### src/rtl/sy_fifo_nibble_packer.sv
// Drain stage for a 4-bit synchronous FIFO: packs PACK nibbles LSB-first into one word,
// presents it on valid/ready, supports flushing a partial word and flags errors stickily.
module sy_fifo_nibble_packer #(
  parameter int WIDTH = 4,
  parameter int PACK  = 4,
  parameter int CNT_W = $clog2(PACK) + 1
) (
  input  logic                  clk_i,
  input  logic                  rst_i,
  input  logic                  fifo_empty_i,
  input  logic [WIDTH-1:0]      fifo_rdata_i,
  input  logic                  fifo_error_i,
  output logic                  fifo_rd_en_o,
  input  logic                  flush_i,
  output logic                  out_valid_o,
  input  logic                  out_ready_i,
  output logic [WIDTH*PACK-1:0] out_data_o,
  output logic [CNT_W-1:0]      out_count_o,
  output logic                  err_o
);

  typedef enum logic {FILL, HOLD} state_t;

  state_t                state_q, state_d;
  logic [CNT_W-1:0]      cnt_q, cnt_d;
  logic                  pend_q;
  logic                  flush_pend_q, flush_pend_d;
  logic                  valid_q, valid_d;
  logic [WIDTH*PACK-1:0] data_q, data_d;
  logic [CNT_W-1:0]      count_q, count_d;
  logic                  err_q, err_d;
  logic [CNT_W:0]        inflight;

  // Nibbles already captured plus the one still in flight must not exceed a word.
  assign inflight = {1'b0, cnt_q} + {{CNT_W{1'b0}}, pend_q};

  assign fifo_rd_en_o = (state_q == FILL) && !fifo_empty_i && !flush_pend_q &&
                        (inflight < (CNT_W+1)'(PACK)) && !rst_i;

  assign out_valid_o = valid_q;
  assign out_data_o  = data_q;
  assign out_count_o = count_q;
  assign err_o       = err_q;

  always_comb begin
    state_d      = state_q;
    cnt_d        = cnt_q;
    valid_d      = valid_q;
    data_d       = data_q;
    count_d      = count_q;
    flush_pend_d = flush_pend_q | flush_i;
    err_d        = err_q | fifo_error_i | (pend_q && (state_q == HOLD));
    case (state_q)
      FILL: begin
        if (pend_q) begin
          for (int k = 0; k < PACK; k++) begin
            if (cnt_q == CNT_W'(k)) data_d[k*WIDTH +: WIDTH] = fifo_rdata_i;
          end
          cnt_d = cnt_q + CNT_W'(1);
          if (cnt_d == CNT_W'(PACK)) begin
            state_d = HOLD;
            valid_d = 1'b1;
            count_d = CNT_W'(PACK);
          end
        end else if (flush_pend_q) begin
          // A flush only completes once no read is outstanding; empty flushes emit nothing.
          flush_pend_d = flush_i;
          if (cnt_q != '0) begin
            state_d = HOLD;
            valid_d = 1'b1;
            count_d = cnt_q;
          end
        end
      end
      HOLD: begin
        if (out_ready_i) begin
          state_d = FILL;
          valid_d = 1'b0;
          cnt_d   = '0;
          data_d  = '0;
          count_d = '0;
        end
      end
      default: state_d = FILL;
    endcase
  end

  always_ff @(posedge clk_i) begin
    if (rst_i) begin
      state_q      <= FILL;
      cnt_q        <= '0;
      pend_q       <= 1'b0;
      flush_pend_q <= 1'b0;
      valid_q      <= 1'b0;
      data_q       <= '0;
      count_q      <= '0;
      err_q        <= 1'b0;
    end else begin
      state_q      <= state_d;
      cnt_q        <= cnt_d;
      pend_q       <= fifo_rd_en_o;
      flush_pend_q <= flush_pend_d;
      valid_q      <= valid_d;
      data_q       <= data_d;
      count_q      <= count_d;
      err_q        <= err_d;
    end
  end

endmodule

### config.mk
export PLATFORM = sky130hd
export DESIGN_NAME = sy_fifo_nibble_packer
export DESIGN_NICKNAME = d
export VERILOG_FILES = /design/src/rtl/sy_fifo_nibble_packer.sv
export SDC_FILE = /design/constraint.sdc
export NUM_CORES = 1
export LEC_CHECK = 0
export ABC_AREA = 1
export CORE_MARGIN = 3
export CORE_UTILIZATION = 28
export DETAILED_ROUTE_END_ITERATION = 8
export GPL_ROUTABILITY_DRIVEN = 0
export PLACE_DENSITY = 0.58
export REMOVE_ABC_BUFFERS = 1
export SYNTH_ARGS = -nofsm -noshare
export SYNTH_HDL_FRONTEND = slang
export SYNTH_SLANG_ARGS = --single-unit
### constraint.sdc
create_clock -name clk_i -period 3.4 [get_ports clk_i]
set_input_delay 0.51 -clock clk_i [delete_from_list [all_inputs] [get_ports clk_i]]
set_output_delay 0.51 -clock clk_i [all_outputs]
set_load 0.005 [all_outputs]
==> results.md <==
- Status: completed
- TritonCTS buffer count: 3
- Total power: 689 uW
- CTS Hold Bufs: 0
- Pint: 495 uW
- Largest cells by area after synthesis: dfxtp_1 47%, nand2_1 16%, a21oi_1 10%
- H-tree lvl count: 1
- DR vias/cell: 4.38
- Die height: 70.4 um
- Fin. Hold Viols: 0
- Vias in the first global route: 995
- Die area: 0.00495 sq mm
- Clock Latency Late Sink: 270 ps
- Kind of critical path: input pin to primary output
- Post-synth ARST share: 0
- WL final: 2560 um
- Critical path's top delay family: buffers and inverters
- Switching fraction of total power: 0.281
- Leakage power: 0.648 nW
- Crit path launch type: input pin
- Final setup fails: 0
- Synth-to-layout area growth: 34.8%
- Min-Delay Path Class: flop to flop
- Worst Max-Slew Pin Slew: 357 ps
- Most frequent cell after synthesis: nand2_1
- Main synth FF type: dfxtp_1
- Clk slew on worst S/H paths: 90 ps
- Synth warn: 0
- Crit path max fanout: 8
- First-pass GRT wire length: 4570 um
- Buf+Inv Stages, Crit Path: 3
- Combinational share of power: 0.217
- Seq pwr share: 0.522
- Synthesized area per cell: 7.39 sq um
- Share of the synthesized area in the top cell type: 0.466
- Synth cell count leaders: 48 x nand2_1, 27 x dfxtp_1, 24 x a21oi_1
- Num rows: 22
- Most frequent CP cell: clkdlybuf4s50_1
- Post-CTS setup buffers: 0
- Peak VDD IR: 213 uV
- Slew Limit Fails: 0
- Sequential fraction of the synthesis area: 0.466
- Worst Setup End Kind: primary output
- Core Util, Final: 0.409
- Drt first pass iters: 4
- DRC: 0
- CP Data Required Time: 2890 ps
- CTS max path bufs: 2
- Routed Antenna Nets: 0
- Clk pwr share: 0.260
- Crit-path cells: clkdlybuf4s50_1, inv_1, nand3_1, a31oi_1, clkdlybuf4s50_1
- Final instance area: 0.00156 sq mm
- Num ports: 32
- Total grt overflow: 0
- IO Port Bufs: 31
- Max-capacitance violation count: 0
- DR vias: 1,043
- Drt first-iter violations: 57
- Pwr/cell area: 440 mW/mm^2
- RSZ-0062 raised after global routing: false
- Ant. Diodes: 0
- Area after DPL: 0.00152 sq mm
- Tmin final: 2410 ps
- CP peak stage delay: 520 ps
- Gate Count Post-Synth: 157
- CTS tree: done
- DPL Wire Length: 1950 um
- Share of cells above drive strength 1: 0.0632
- Drt wl/cell: 10.7 um
- Fin Setup TNS: 0 ps
- Final #Nets: 206
- Switching power total: 194 uW
- Total core area: 0.00383 sq mm
- GRT Total Usage: 0.113
- Antenna violations before repair: 0
- Slowest CP cell: clkdlybuf4s50_1
- Period utilization: 0.709
- Die Width: 70.4 um
- Biggest area consumer among synthesized cells: dfxtp_1
- Fmax achieved: 0.415 GHz
- Starting Density: 0.303
- Worst slew margin: 0.762
- #FFs+latches synth: 27
- Pin count of the biggest net entering global routing: 20
- Clock root buffer: clkbuf_8
- Resize count post-CTS: 0
- WP data arrival: 1900 ps
- Post-synth EDFFs: 0
- Clk sinks: 27
- WHS: 465 ps
- Cell area after synthesis: 0.00116 sq mm
- Skew final: 2.91 ps
- Library cells used by synthesis: 17
-- cell families (layout without fill, tap and decap cells) --
group | after synthesis | after routing | synth area share
AO/OA/AOI/OAI | 32 | 32 | 0.150
adder cells (fa/ha/maj) | 5 | 5 | 0.0539
buffers and inverters | 22 | 55 | 0.0787
flip-flops | 27 | 27 | 0.466
AND/OR/NAND/NOR | 71 | 71 | 0.251
-- path summary, 6_finish.rpt --
check,slack [ps],from,end,depth (start not counted)
setup reg to reg,1860,cnt_q[0]$_SDFFE_PP0P_,out_count_o[0]$_SDFFE_PP0P_,10
hold reg to reg,460,out_data_o[11]$_SDFFE_PP0P_,out_data_o[11]$_SDFFE_PP0P_,2
setup / recovery,990,rst_i,fifo_rd_en_o,5
hold / removal,460,out_data_o[11]$_SDFFE_PP0P_,out_data_o[11]$_SDFFE_PP0P_,2
-- tightest hold or removal path: cells and delay by family, from the launching register on --
kind,cells,cell delay (ps)
DFF,1,320
AOI/OAI and AO/OA,1,50
and+or+nand+nor,1,60
-- through the flow --
stage	instances	setup slack (ps)
floorplan	154	1990
global placement	234	994
detailed placement	234	979
CTS	238	974
global route	238	886
finish	238	991
-- layout make-up --
cell class	count	area (sq um)
Timing Repair Buffer	32	318
Fill cell	428	2260
Clock buffer	3	41.3
Multi-Input combinational cell	108	528
Tap cell	48	60.1
Sequential cell	27	541
Inverter	19	71.3
Clock inverter	1	5.00
-- cell usage in the layout (no fill, tap or decap) --
master,n
dfxtp_1,27
buf_4,1
or2_2,1
inv_2,2
a31oi_1,2
a21oi_1,24
inv_1,17
nand2_1,48
clkinv_2,1
nand3_1,8
clkbuf_8,3
clkdlybuf4s50_1,31
o21ai_4,1
o21ai_0,5
nor2_1,11
nand2_4,1
ha_1,5
nor2_2,2
-- flip-flops by register name, summed over array words and instances, names as in the netlist --
signal	count
cnt_q	3
err_o	1
flush_pend_q	1
out_count_o	3
out_data_o	16
out_valid_o	1
pend_q	1
state_q	1
-- per-layer routing --
layer  GRT usage  part of all wire  vias up
met2       0.168              0.42       23
met4      0.0383             0.016        0
met5           0                 0        -
met3      0.0374             0.052        5
met1       0.152              0.51      454
li1            -                 -      561
-- power by group through the flow --
| stage | clock network (mW) | registers [mW] | logic (mW) |
|---|---|---|---|
| after floorplan | 0 | 0.366 | 0.0775 |
| after detailed placement | 0 | 0.367 | 0.151 |
| final | 0.179 | 0.360 | 0.150 |
| after CTS | 0.190 | 0.360 | 0.152 |
| after global routing | 0.203 | 0.364 | 0.170 |
| after global placement | 0 | 0.367 | 0.151 |
No activity file was read; power rests on OpenSTA's default activity.
